**src/rtl/pipeline_control_unit_pkg.sv**
```systemverilog
`timescale 1ns/1ps
// Opcode values, FSM encoding and delay-line entry layout shared by the pipeline
// control unit and the datapath decoder.
package pipeline_control_unit_pkg;

  localparam logic [3:0] OP_LDM   = 4'b0000;
  localparam logic [3:0] OP_STM   = 4'b0001;
  localparam logic [3:0] OP_LDR   = 4'b0010;
  localparam logic [3:0] OP_MOV   = 4'b0011;
  localparam logic [3:0] OP_AND   = 4'b0100;
  localparam logic [3:0] OP_OR    = 4'b0101;
  localparam logic [3:0] OP_XOR   = 4'b0110;
  localparam logic [3:0] OP_NOT   = 4'b0111;
  localparam logic [3:0] OP_SHL   = 4'b1000;
  localparam logic [3:0] OP_SHR   = 4'b1001;
  localparam logic [3:0] OP_ADD   = 4'b1010;
  localparam logic [3:0] OP_SUB   = 4'b1011;
  localparam logic [3:0] OP_DIV   = 4'b1100;
  localparam logic [3:0] OP_ILL_A = 4'b1101;
  localparam logic [3:0] OP_ILL_B = 4'b1110;
  localparam logic [3:0] OP_HLT   = 4'b1111;

  typedef enum logic [1:0] {
    ST_RUN    = 2'd0,
    ST_DRAIN  = 2'd1,
    ST_HALTED = 2'd2
  } state_t;

  typedef struct packed {
    logic valid;
    logic mem_we;
    logic reg_we;
  } entry_t;

  localparam int ENTRY_W = $bits(entry_t);

  // Bits dropped from the EX entry when an ALU error squashes it.
  localparam entry_t SQUASH_MASK = '{valid: 1'b0, mem_we: 1'b0, reg_we: 1'b1};

  function automatic entry_t decode_opcode(input logic [3:0] op);
    entry_t e;
    e = '0;
    case (op)
      OP_STM: begin
        e.valid  = 1'b1;
        e.mem_we = 1'b1;
      end
      OP_HLT: e.valid = 1'b1;
      OP_LDM, OP_LDR, OP_MOV, OP_AND, OP_OR, OP_XOR, OP_NOT,
      OP_SHL, OP_SHR, OP_ADD, OP_SUB, OP_DIV: begin
        e.valid  = 1'b1;
        e.reg_we = 1'b1;
      end
      default: e = '0;
    endcase
    return e;
  endfunction

  function automatic logic is_illegal(input logic [3:0] op);
    return (op == OP_ILL_A) || (op == OP_ILL_B);
  endfunction

endpackage

```
**src/rtl/pipeline_control_unit_delay_line.sv**
```systemverilog
`timescale 1ns/1ps
// Shift register of per-instruction control entries; i_clr_entry[i] strips
// i_clr_bits from the value being written into position i on this edge.
module pipeline_control_unit_delay_line #(
  parameter int DEPTH = 3,
  parameter int WIDTH = 3
) (
  input  logic                        clock,
  input  logic                        reset,
  input  logic [WIDTH-1:0]            i_data,
  input  logic [DEPTH-1:0]            i_clr_entry,
  input  logic [WIDTH-1:0]            i_clr_bits,
  output logic [DEPTH-1:0][WIDTH-1:0] o_line
);

  logic [DEPTH-1:0][WIDTH-1:0] r_entry;

  always_ff @(posedge clock) begin
    if (reset) begin
      r_entry <= '0;
    end else begin
      r_entry[0] <= i_clr_entry[0] ? (i_data & ~i_clr_bits) : i_data;
      for (int i = 1; i < DEPTH; i++) begin
        r_entry[i] <= i_clr_entry[i] ? (r_entry[i-1] & ~i_clr_bits) : r_entry[i-1];
      end
    end
  end

  assign o_line = r_entry;

endmodule

```
**src/rtl/pipeline_control_unit.sv**
```systemverilog
`timescale 1ns/1ps
// Upstream control for the 5-stage datapath: opcode decode, write-enable delay line,
// halt/drain FSM, sticky status and retired-instruction counter.
// RUN: issuing | DRAIN: in-flight entries finishing | HALTED: frozen until reset
module pipeline_control_unit
  import pipeline_control_unit_pkg::*;
#(
  parameter int MEM_DELAY = 2,
  parameter int WB_DELAY  = 3,
  parameter bit ERR_HALT  = 1'b1,
  parameter int CNT_W     = 16
) (
  input  logic             clock,
  input  logic             reset,
  input  logic [3:0]       i_opcode,
  input  logic             i_zero_flag,
  input  logic             i_error_flag,
  output logic             o_mem_signal_write,
  output logic             o_reg_signal_write,
  output logic             o_pc_hold,
  output logic             o_halted,
  output logic             o_illegal_opcode,
  output logic             o_error_sticky,
  output logic             o_last_zero,
  output logic [CNT_W-1:0] o_retired_count
);

  localparam logic [2:0] DRAIN_LOAD = 3'(WB_DELAY);

  state_t                           r_state;
  state_t                           w_state_next;
  logic [2:0]                       r_drain_cnt;
  logic [2:0]                       w_drain_cnt_next;
  logic                             w_hold;
  logic                             w_halted;
  logic                             w_run;
  entry_t                           w_load;
  entry_t                           w_ex;
  entry_t                           w_mem_slot;
  entry_t                           w_wb_slot;
  logic [WB_DELAY-1:0][ENTRY_W-1:0] w_line;
  logic [WB_DELAY-1:0]              w_clr_entry;
  logic                             w_err_seen;
  logic                             w_squash;
  logic                             w_hlt;
  logic                             w_unused;
  logic                             r_illegal;
  logic                             r_error;
  logic                             r_zero;
  logic [CNT_W-1:0]                 r_retired;

  assign w_run      = (r_state == ST_RUN);
  assign w_load     = w_run ? decode_opcode(i_opcode) : '0;
  assign w_ex       = w_line[0];
  assign w_mem_slot = w_line[MEM_DELAY-1];
  assign w_wb_slot  = w_line[WB_DELAY-1];
  assign w_err_seen = i_error_flag & w_ex.valid;
  assign w_squash   = ERR_HALT && w_err_seen && w_run;
  assign w_hlt      = w_run && (i_opcode == OP_HLT);
  assign w_unused   = ^w_line;

  // The squashed EX entry is moving from position 0 into position 1 on this edge.
  always_comb begin
    w_clr_entry    = '0;
    w_clr_entry[1] = w_squash;
  end

  pipeline_control_unit_delay_line #(
    .DEPTH(WB_DELAY),
    .WIDTH(ENTRY_W)
  ) u_delay_line (
    .clock      (clock),
    .reset      (reset),
    .i_data     (w_load),
    .i_clr_entry(w_clr_entry),
    .i_clr_bits (SQUASH_MASK),
    .o_line     (w_line)
  );

  always_ff @(posedge clock) begin
    if (reset) begin
      r_state     <= ST_RUN;
      r_drain_cnt <= '0;
    end else begin
      r_state     <= w_state_next;
      r_drain_cnt <= w_drain_cnt_next;
    end
  end

  always_comb begin
    w_state_next     = r_state;
    w_drain_cnt_next = r_drain_cnt;
    case (r_state)
      ST_RUN: begin
        if (w_hlt || w_squash) begin
          w_state_next     = ST_DRAIN;
          w_drain_cnt_next = DRAIN_LOAD;
        end
      end
      ST_DRAIN: begin
        w_drain_cnt_next = r_drain_cnt - 3'd1;
        if (r_drain_cnt == 3'd1) w_state_next = ST_HALTED;
      end
      ST_HALTED: w_state_next = ST_HALTED;
      default:   w_state_next = ST_RUN;
    endcase
  end

  always_comb begin
    w_hold   = 1'b1;
    w_halted = 1'b0;
    case (r_state)
      ST_RUN:    w_hold   = 1'b0;
      ST_HALTED: w_halted = 1'b1;
      default:   w_hold   = 1'b1;
    endcase
  end

  always_ff @(posedge clock) begin
    if (reset) begin
      r_illegal <= 1'b0;
      r_error   <= 1'b0;
      r_zero    <= 1'b0;
      r_retired <= '0;
    end else begin
      if (w_run && is_illegal(i_opcode)) r_illegal <= 1'b1;
      if (w_err_seen) r_error <= 1'b1;
      if (w_ex.valid) r_zero <= i_zero_flag;
      if (w_wb_slot.valid) r_retired <= r_retired + CNT_W'(1);
    end
  end

  assign o_mem_signal_write = w_mem_slot.valid & w_mem_slot.mem_we & ~w_halted;
  assign o_reg_signal_write = w_wb_slot.valid & w_wb_slot.reg_we & ~w_halted;
  assign o_pc_hold          = w_hold;
  assign o_halted           = w_halted;
  assign o_illegal_opcode   = r_illegal;
  assign o_error_sticky     = r_error;
  assign o_last_zero        = r_zero;
  assign o_retired_count    = r_retired;

endmodule

```
**config.mk**
```make
export PLATFORM = sky130hd
export DESIGN_NAME = pipeline_control_unit
export DESIGN_NICKNAME = d
export VERILOG_FILES = /design/src/rtl/pipeline_control_unit_pkg.sv /design/src/rtl/pipeline_control_unit_delay_line.sv /design/src/rtl/pipeline_control_unit.sv
export SDC_FILE = /design/constraint.sdc
export NUM_CORES = 1
export LEC_CHECK = 0
export BUFFER_PORTS_ARGS = -buffer_cell sky130_fd_sc_hd__buf_4
export CORE_MARGIN = 2
export CORE_UTILIZATION = 32
export DETAILED_ROUTE_END_ITERATION = 10
export GPL_ROUTABILITY_DRIVEN = 0
export PLACE_DENSITY = 0.55
export SLEW_MARGIN = 20
export SYNTH_ARGS = -nofsm -noshare
export SYNTH_HDL_FRONTEND = slang
export SYNTH_HIERARCHICAL = 1
export SYNTH_SLANG_ARGS = --single-unit
```
**constraint.sdc**
```tcl
create_clock -name clock -period 3.74 [get_ports clock]
set_input_delay 0.748 -clock clock [delete_from_list [all_inputs] [get_ports clock]]
set_output_delay 0.748 -clock clock [all_outputs]
set_load 0.01 [all_outputs]
```
==> results_dict.tcl, run 1 <==
set metrics [dict create \
    mappedNetlistArea_um2 1570 \
    critical_path.endpoint_type "output pin" \
    ctsHtreeMaxLevel 2 \
    post_cts_resize_count 0 \
    post_cts_buffers 0 \
    stdcell_area_um2 1961 \
    global_route_wire_length_before_repair_mm 5.119 \
    slowest_stage "sky130_fd_sc_hd__dfxtp_1" \
    rr_worst_depth 3 \
    cts_root_buf "sky130_fd_sc_hd__clkbuf_8" \
    max_freq_ghz 0.4959 \
    timing.hold.ws_ps 417.0 \
    timing.critical_path.mode_cell "sky130_fd_sc_hd__inv_1" \
    setup_viol 0 \
    avgViaCountPerCell 4.564 \
    clock_path_buffers 2 \
    min_path_cells 2 \
    placement.cell_area_um2 1871 \
    fin_worst_skew_ps 3.159 \
    final_period_minus_worst_setup_slack_ps 2016 \
    fin_total_pwr_mw 0.7487 \
    cp_max_fo 8 \
    cts_hold_buf 0 \
    fin_ws_ps 1724 \
    antenna_violating_nets_post_route 0 \
    setup_tns_ps 0 \
    initial_utilization 0.3325 \
    firstDrtPassIters 4 \
    placed_insts 272 \
    n_antenna_cell 0 \
    fin_crit_sh 0.5392 \
    drc 0 \
    place_worst_setup_slack_ps 2028 \
    drt-total-wl_mm 2.966 \
    cp_cell_sequence "inv_1 -> ha_1 -> inv_1 -> buf_4" \
    num-nets-final 226 \
    crit_arrival_ps 1270 \
    maxCapViolations 0 \
    place_hpwl_mm 2.131 \
    first_global_vias 1151 \
    class_of_the_worst_hold_path "flip-flop to flip-flop" \
    core_um2 4723 \
    detailroute.via_count 1278 \
    cts_sinks 32 \
    final_layout_size_suffix_gt1_frac 0.2300 \
    finalCoreUtilization 0.4151 \
    post_synth_inst_count 172 \
    iteration_0_drc_count_of_the_detailed_router 36 \
    die_width_um 74.05 \
    residual_overflow_from_global_routing 0 \
    crit_path_max_incr_delay_ps 310 \
    power_density_nw_per_um2 381.9 \
    power.static_leakage_nw 0.7948 \
    grt_start_max_net_pins 35 \
    count_of_input_and_output_buffers 30 \
    io_pins 31 \
    timing_max_transition_violations_final 0 \
    max-vdd-ir-drop_mv 0.2129 \
    die-height_um 74.05 \
    avgSynthCellArea_um2 9.129 \
    mean_routed_wirelength_per_cell_um 10.59 \
    grt_util_all_layers 0.1234 \
    floorplan.rows 25 \
    final_cell_count_no_fill 280 \
    design.die.area_um2 5483 \
    clk_pin_slew_ps 60 \
    worst-setup-path-type "flip-flop to output pin" \
    worstPathRequired_ps 2990 \
    setup_crit_start_kind "flip-flop" \
    result_of_the_run "finished clean" \
    cts_buffers 5 \
    grt_setup_unrepaired "no" \
    antenna_violations_before_repair 0 \
    tritoncts "yes" \
    yosys_warnings 6 \
    worstSkewPairLatency_ps 280 \
    finalHoldViolations 0 \
    areaGrowthSynthToFinish_pct 24.86 \
]
## placed cells by master, fill, tap and decap left out
| cell | count |
|---|---|
| sky130_fd_sc_hd__and3_1 | 1 |
| sky130_fd_sc_hd__nand4_2 | 2 |
| sky130_fd_sc_hd__ha_1 | 6 |
| sky130_fd_sc_hd__nand4b_1 | 1 |
| sky130_fd_sc_hd__conb_1 | 13 |
| sky130_fd_sc_hd__nor2_1 | 16 |
| sky130_fd_sc_hd__xnor2_1 | 1 |
| sky130_fd_sc_hd__a21oi_1 | 9 |
| sky130_fd_sc_hd__a32oi_1 | 1 |
| sky130_fd_sc_hd__o31ai_1 | 4 |
| sky130_fd_sc_hd__xor2_1 | 4 |
| sky130_fd_sc_hd__a22o_1 | 1 |
| sky130_fd_sc_hd__a41oi_1 | 1 |
| sky130_fd_sc_hd__clkbuf_1 | 2 |
| sky130_fd_sc_hd__o221ai_1 | 1 |
| sky130_fd_sc_hd__mux2i_1 | 3 |
| sky130_fd_sc_hd__nand3_1 | 5 |
| sky130_fd_sc_hd__a31oi_1 | 2 |
| sky130_fd_sc_hd__buf_4 | 30 |
| sky130_fd_sc_hd__clkbuf_8 | 6 |
| sky130_fd_sc_hd__o221a_2 | 2 |
| sky130_fd_sc_hd__or3_1 | 3 |
| sky130_fd_sc_hd__nand2_1 | 10 |
| sky130_fd_sc_hd__a211oi_1 | 1 |
| sky130_fd_sc_hd__or4_1 | 4 |
| sky130_fd_sc_hd__a211oi_2 | 8 |
| sky130_fd_sc_hd__inv_1 | 16 |
| sky130_fd_sc_hd__nor4_1 | 5 |
| sky130_fd_sc_hd__mux2_2 | 1 |
| sky130_fd_sc_hd__dfxtp_1 | 32 |
| sky130_fd_sc_hd__nor2b_1 | 4 |
| sky130_fd_sc_hd__o311a_1 | 1 |
| sky130_fd_sc_hd__o21ai_0 | 3 |
| sky130_fd_sc_hd__mux2_1 | 3 |
| sky130_fd_sc_hd__nand2b_1 | 2 |
| sky130_fd_sc_hd__o211ai_1 | 1 |
| sky130_fd_sc_hd__nand4_1 | 7 |
| sky130_fd_sc_hd__and3b_1 | 1 |
## critical path: cells and delay by family, from the launching register on
family     cells  cell delay, ps
buf+inv        3             380
flops          1             310
fa+ha+maj      1             300
## metal layers
layer / part of all wire / up-vias / global-route usage
met5: 0 / - / 0
met4: 0.016 / 0 / 0.04848
met3: 0.072 / 4 / 0.05691
met2: 0.45 / 29 / 0.2024
met1: 0.47 / 561 / 0.1398
li1: - / 684 / -
## power by group
part           switching, mW  leakage, nW  total (mW)  internal, mW
Combinational         0.0598        0.489       0.108        0.0478
Clock                  0.122       0.0455       0.272         0.150
Sequential            0.0118        0.260       0.369         0.357
## cell type report
class                      instances  area (um2)
fill                             509        2763
sequential                        32       640.6
timing repair buffer              30       225.2
inverter                          16       60.06
multi-input combinational        127       860.8
clock buffer                       8       90.09
tap                               67       83.83
## flip-flops by register name (all words and copies together) (netlist names)
name                 flops
o_error_sticky           1
o_illegal_opcode         1
o_last_zero              1
o_retired_count         16
r_drain_cnt              3
r_state                  2
u_delay_line/o_line      8
## worst paths after layout
check | end | slack, ps | startpoint
worst min register to register | u_delay_line/o_line[4] | 420 | u_delay_line/o_line[1]
worst max-delay path | o_pc_hold | 1720 | r_state[0]
worst max register to register | o_retired_count[15] | 2140 | o_retired_count[4]
worst min-delay path | u_delay_line/o_line[4] | 420 | u_delay_line/o_line[1]
(Power assumes the default switching activity.)
==> run 2: changes to the inputs <==
--- a/config.mk
+++ b/config.mk
@@ -5,12 +5,13 @@
 export SDC_FILE = /design/constraint.sdc
 export NUM_CORES = 1
 export LEC_CHECK = 0
+export ABC_AREA = 1
 export BUFFER_PORTS_ARGS = -buffer_cell sky130_fd_sc_hd__buf_4
 export CORE_MARGIN = 2
 export CORE_UTILIZATION = 32
 export DETAILED_ROUTE_END_ITERATION = 10
 export GPL_ROUTABILITY_DRIVEN = 0
-export PLACE_DENSITY = 0.55
+export PLACE_DENSITY = 0.57
 export SLEW_MARGIN = 20
 export SYNTH_ARGS = -nofsm -noshare
 export SYNTH_HDL_FRONTEND = slang
==> constraint.sdc (replaced) <==
create_clock -name clock -period 1.75 [get_ports clock]
set_input_delay 0.35 -clock clock [delete_from_list [all_inputs] [get_ports clock]]
set_output_delay 0.35 -clock clock [all_outputs]
set_load 0.01 [all_outputs]
==> run 2 against run 1 <==
Clock skew increased by 5.0 ps. Final cell count increased by 14%. Flip-flop and latch count unchanged. Clock power increased by 130%. Die area decreased by 2.3%. Highest routed layer unchanged. Clock-buffer cell count decreased by 1. Total power increased to 2.6 times the previous value. Worst setup slack got worse by 1600 ps.
==> results_dict.tcl, run 2 <==
set metrics [dict create \
    floorplan.rows 25 \
    residual_overflow_from_global_routing 0 \
    class_of_the_worst_hold_path "primary input to flip-flop" \
    drc 0 \
    initial_utilization 0.3289 \
    antenna_violating_nets_post_route 0 \
    cts_root_buf "sky130_fd_sc_hd__clkbuf_8" \
    grt_setup_unrepaired "no" \
    die_width_um 73.21 \
    ctsHtreeMaxLevel 2 \
    final_period_minus_worst_setup_slack_ps 1589 \
    largest_reg_flops 16 \
    worstSkewPairLatency_ps 290 \
    clk_pin_slew_ps 60 \
    tritoncts "yes" \
    multi_input_area_um2 802.0 \
    commonest_non_fill_non_tap_cell_in_the_layout "sky130_fd_sc_hd__nand2_1" \
    count_of_input_and_output_buffers 30 \
    timing_max_transition_violations_final 0 \
    cts_sinks 32 \
    post_synth_inst_count 221 \
    grt_util_all_layers 0.1321 \
    num-nets-final 280 \
    design.die.area_um2 5360 \
    io_pins 31 \
    layout.cells.most_common_list "sky130_fd_sc_hd__nand2_1, sky130_fd_sc_hd__nor2_1, sky130_fd_sc_hd__dfxtp_1" \
    slowest_stage "sky130_fd_sc_hd__dfxtp_1" \
    fin_crit_sh 0.9079 \
    cp_max_fo 6 \
    n_antenna_cell 0 \
    die-height_um 73.21 \
    maxCapViolations 0 \
    iteration_0_drc_count_of_the_detailed_router 52 \
    cts_hold_buf 0 \
    result_of_the_run "finished clean" \
    worst-setup-path-type "flip-flop to output pin" \
    avgSynthCellArea_um2 6.935 \
    clock_path_buffers 2 \
    critical_path.top_delay_family "flip-flops" \
    power.static_leakage_nw 0.8957 \
    place_hpwl_mm 2.318 \
    final_layout_size_suffix_gt1_frac 0.1729 \
    crit_path_max_incr_delay_ps 360 \
    mappedNetlistArea_um2 1533 \
    fillerInstances 507 \
    grt_start_max_net_pins 16 \
    r2r_slack_ps 260 \
    finalHoldViolations 0 \
    mean_routed_wirelength_per_cell_um 10.03 \
    setup_crit_start_kind "flip-flop" \
    post_cts_buffers 0 \
    antenna_violations_before_repair 0 \
    power_density_nw_per_um2 981.8 \
    final_cell_count_no_fill 320 \
    placed_insts 313 \
    areaGrowthSynthToFinish_pct 27.10 \
    detailroute.via_count 1409 \
    first_global_vias 1254 \
    avgViaCountPerCell 4.403 \
    fin_worst_skew_ps 8.124 \
    drt-total-wl_mm 3.211 \
    crit_arrival_ps 1240 \
    setup_viol 0 \
    cp_cell_sequence "inv_1 -> ha_1 -> inv_2 -> buf_4" \
    firstDrtPassIters 4 \
    max_freq_ghz 0.6294 \
    worstPathRequired_ps 1400 \
    yosys_warnings 6 \
    finalCoreUtilization 0.4180 \
    register_area_um2 640.6 \
    post_cts_resize_count 0 \
    max-vdd-ir-drop_mv 0.4792 \
    cts_buffers 5 \
    critical_path.endpoint_type "output pin" \
    core_um2 4661 \
    setup_tns_ps 0 \
    global_route_wire_length_before_repair_mm 5.299 \
    critical_path.n_buffers_inverters 3 \
]
==> run 2: cell type report <==
type	instances	area share
multi-input cells	166	0.4117
flip-flops and latches	32	0.3288
repair buffers	30	0.1156
inverters	31	0.05973
clock buffers	7	0.04945
well taps	54	0.03468
==> run 2: power by group <==
part	internal (mW)	switching, mW
clock network	0.350	0.274
logic	0.180	0.268
registers	0.796	0.0448
==> run 2: worst paths after layout <==
path	start	end	depth (start not counted)
setup / recovery	r_state[0]	o_pc_hold	4
hold / removal	i_zero_flag	o_last_zero	3
setup reg to reg	r_state[0]	r_drain_cnt[1]	8
hold reg to reg	u_delay_line/o_line[1]	u_delay_line/o_line[4]	2
==> run 2: worst min-delay path: cells and delay by family <==
family / cells / cell delay [ps]
AOI/OAI and AO/OA: 1 / 50
buffers and inverters: 2 / 150
==> run 2: stage by stage <==
stage	area (um2)	power, mW	worst slack [ps]	hold slack, ps
5_1_grt	1948	2.035	64.67	328.5
3_3_place_gp	1852	1.295	332.6	412.5
6_report	1948	1.913	161.2	308.7
4_1_cts	1948	1.935	150.4	305.1
3_5_place_dp	1852	1.306	271.7	417.5
2_1_floorplan	1574	1.162	398.1	406.1
==> run 2: routing by layer <==
layer  vias up  wire, um  track usage
met2        33      1468       0.2232
met3         7       180      0.04144
met5         -         0            0
met1       611      1503       0.1507
li1        758         -            -
met4         0        59      0.06173
==> run 3: changes to the inputs <==
==> constraint.sdc (replaced) <==
create_clock -name clock -period 1.75 [get_ports clock]
set_input_delay 0.35 -clock clock [delete_from_list [all_inputs] [get_ports clock]]
set_output_delay 0.35 -clock clock [all_outputs]
set_load 0.05 [all_outputs]
==> run 3 against run 2 <==
Worst setup slack lost 26 ps. Sequential share of layout area about the same. Non-clock buffer count is the same. Via count down 0.14%. Maximum frequency decreased by 1.6%.
==> results_dict.tcl, run 3 (synthesized netlist as in run 2, its figures left out) <==
set metrics [dict create \
    drc 0 \
    final_period_minus_worst_setup_slack_ps 1615 \
    setup_viol 0 \
    fillerInstances 501 \
    finalHoldViolations 0 \
    fin_ws_ps 135.0 \
    firstDrtPassIters 4 \
    timing_max_transition_violations_final 0 \
    layout.cells.most_common_list "sky130_fd_sc_hd__nand2_1, sky130_fd_sc_hd__nor2_1, sky130_fd_sc_hd__dfxtp_1" \
    grt_start_max_net_pins 16 \
    placed_insts 313 \
    multi_input_area_um2 804.5 \
    mean_routed_wirelength_per_cell_um 9.872 \
    max-vdd-ir-drop_mv 0.5465 \
    max_freq_ghz 0.6192 \
    design.die.area_um2 5360 \
    initial_utilization 0.3289 \
    antenna_violating_nets_post_route 0 \
    commonest_non_fill_non_tap_cell_in_the_layout "sky130_fd_sc_hd__nand2_1" \
    areaGrowthSynthToFinish_pct 27.02 \
    residual_overflow_from_global_routing 0 \
    register_area_um2 640.6 \
    wl_met1_mm 1.482 \
    dr.max_layer_used "met4" \
    drt-total-wl_mm 3.169 \
    avgViaCountPerCell 4.383 \
    worst-setup-path-type "flip-flop to output pin" \
    detailroute.via_count 1407 \
    tritoncts "yes" \
    maxCapViolations 0 \
    crit_arrival_ps 1260 \
    worstPathRequired_ps 1400 \
    relative_contribution_of_the_clock_network_to_total_power 0.299 \
    cp_max_fo 3 \
    p_seq_frac 0.421 \
    io_pins 31 \
    cts_buffers 5 \
    power.share.switching 0.3513 \
    timing.hold.ws_ps 296.8 \
    iteration_0_drc_count_of_the_detailed_router 74 \
    grt_setup_unrepaired "no" \
    route.met3.wl_um 176 \
    n_antenna_cell 0 \
    clock_path_buffers 2 \
    worstSkewPairLatency_ps 290 \
    fin_crit_sh 0.9229 \
    cts_root_buf "sky130_fd_sc_hd__clkbuf_8" \
    critical_path.endpoint_type "output pin" \
    intPower_mw 1.297 \
    final_layout_size_suffix_gt1_frac 0.1798 \
    die_width_um 73.21 \
    setup_tns_ps 0 \
    final_cell_count_no_fill 321 \
    r2r_slack_ps 310 \
    antenna_violations_before_repair 0 \
    count_of_input_and_output_buffers 30 \
    place_worst_setup_slack_ps 264.8 \
    class_of_the_worst_hold_path "primary input to flip-flop" \
    setup_crit_start_kind "flip-flop" \
    die-height_um 73.21 \
    clk_pin_slew_ps 70 \
    place_hpwl_mm 2.352 \
    power.static_leakage_nw 0.8953 \
    met2WireLength_mm 1.466 \
    fin_worst_skew_ps 5.622 \
    largest_reg_flops 16 \
    num-nets-final 280 \
    ctsHtreeMaxLevel 2 \
    global_route_wire_length_before_repair_mm 5.520 \
    switching_power_mw 0.7023 \
    grt_util_all_layers 0.1362 \
    post_cts_buffers 0 \
    result_of_the_run "finished clean" \
    power_density_nw_per_um2 1027 \
    floorplan.rows 25 \
    cts_sinks 32 \
    first_global_vias 1273 \
    core_um2 4661 \
    power.share.combinational 0.280 \
]
-- run 3: changes by cell type in the layout (fill, tap and decap cells not counted) --
| cell | before | now |
|---|---|---|
| sky130_fd_sc_hd__ha_1 | 6 | 5 |
| sky130_fd_sc_hd__clkbuf_8 | 7 | 6 |
| sky130_fd_sc_hd__ha_2 | 0 | 1 |
| sky130_fd_sc_hd__clkinv_2 | 0 | 2 |
-- run 3: power groups by stage --
stage | combinational [mW] | sequential, mW | clock, mW
2_1_floorplan | 0.369 | 0.894 | 0
3_3_place_gp | 0.538 | 0.857 | 0
3_5_place_dp | 0.557 | 0.858 | 0
4_1_cts | 0.561 | 0.841 | 0.617
5_1_grt | 0.640 | 0.854 | 0.638
6_report | 0.561 | 0.842 | 0.597
-- run 3: per-stage QoR --
| stage | instance area, um2 | power (mW) | util |
|---|---|---|---|
| final | 1947 | 1.999 | 0.4177 |
| after global routing | 1947 | 2.132 | 0.4177 |
| after CTS | 1944 | 2.020 | 0.4172 |
| after detailed placement | 1852 | 1.415 | 0.3973 |
| after global placement | 1852 | 1.395 | 0.3973 |
| after floorplan | 1574 | 1.263 | - |
-- run 3: final timing paths --
check / from / to / cells after the start
max: r_state[0] / o_reg_signal_write / 4
min: i_zero_flag / o_last_zero / 3
max reg2reg: r_state[0] / r_drain_cnt[1] / 8
min reg2reg: u_delay_line/o_line[0] / u_delay_line/o_line[3] / 2
-- run 3: area by class of cell --
cell class | instances | area share
Clock buffer | 6 | 0.04242
Clock inverter | 2 | 0.005141
Inverter | 31 | 0.05977
Multi-Input combinational cell | 166 | 0.4132
Sequential cell | 32 | 0.3290
Tap cell | 54 | 0.03470
Timing Repair Buffer | 30 | 0.1157
-- run 3: what timing repair did --
action                                  4_1_cts  5_1_grt
hold buffers                                  0        0
resized for setup                             0        1
endpoints found under the hold margin         0        0
endpoints found under the setup margin        0        1
-- run 3: worst max-delay path, stage by stage, from the launching register on --
cell and delay (ps):
sky130_fd_sc_hd__dfxtp_1 350, sky130_fd_sc_hd__inv_1 80, sky130_fd_sc_hd__ha_1 230, sky130_fd_sc_hd__nor2_1 110, sky130_fd_sc_hd__buf_4 200
-- run 3: metal layers --
layer,up-vias,GRT usage
li1,760,-
met1,610,0.1661
met2,32,0.2182
met3,5,0.05110
met4,0,0.04938
met5,-,0
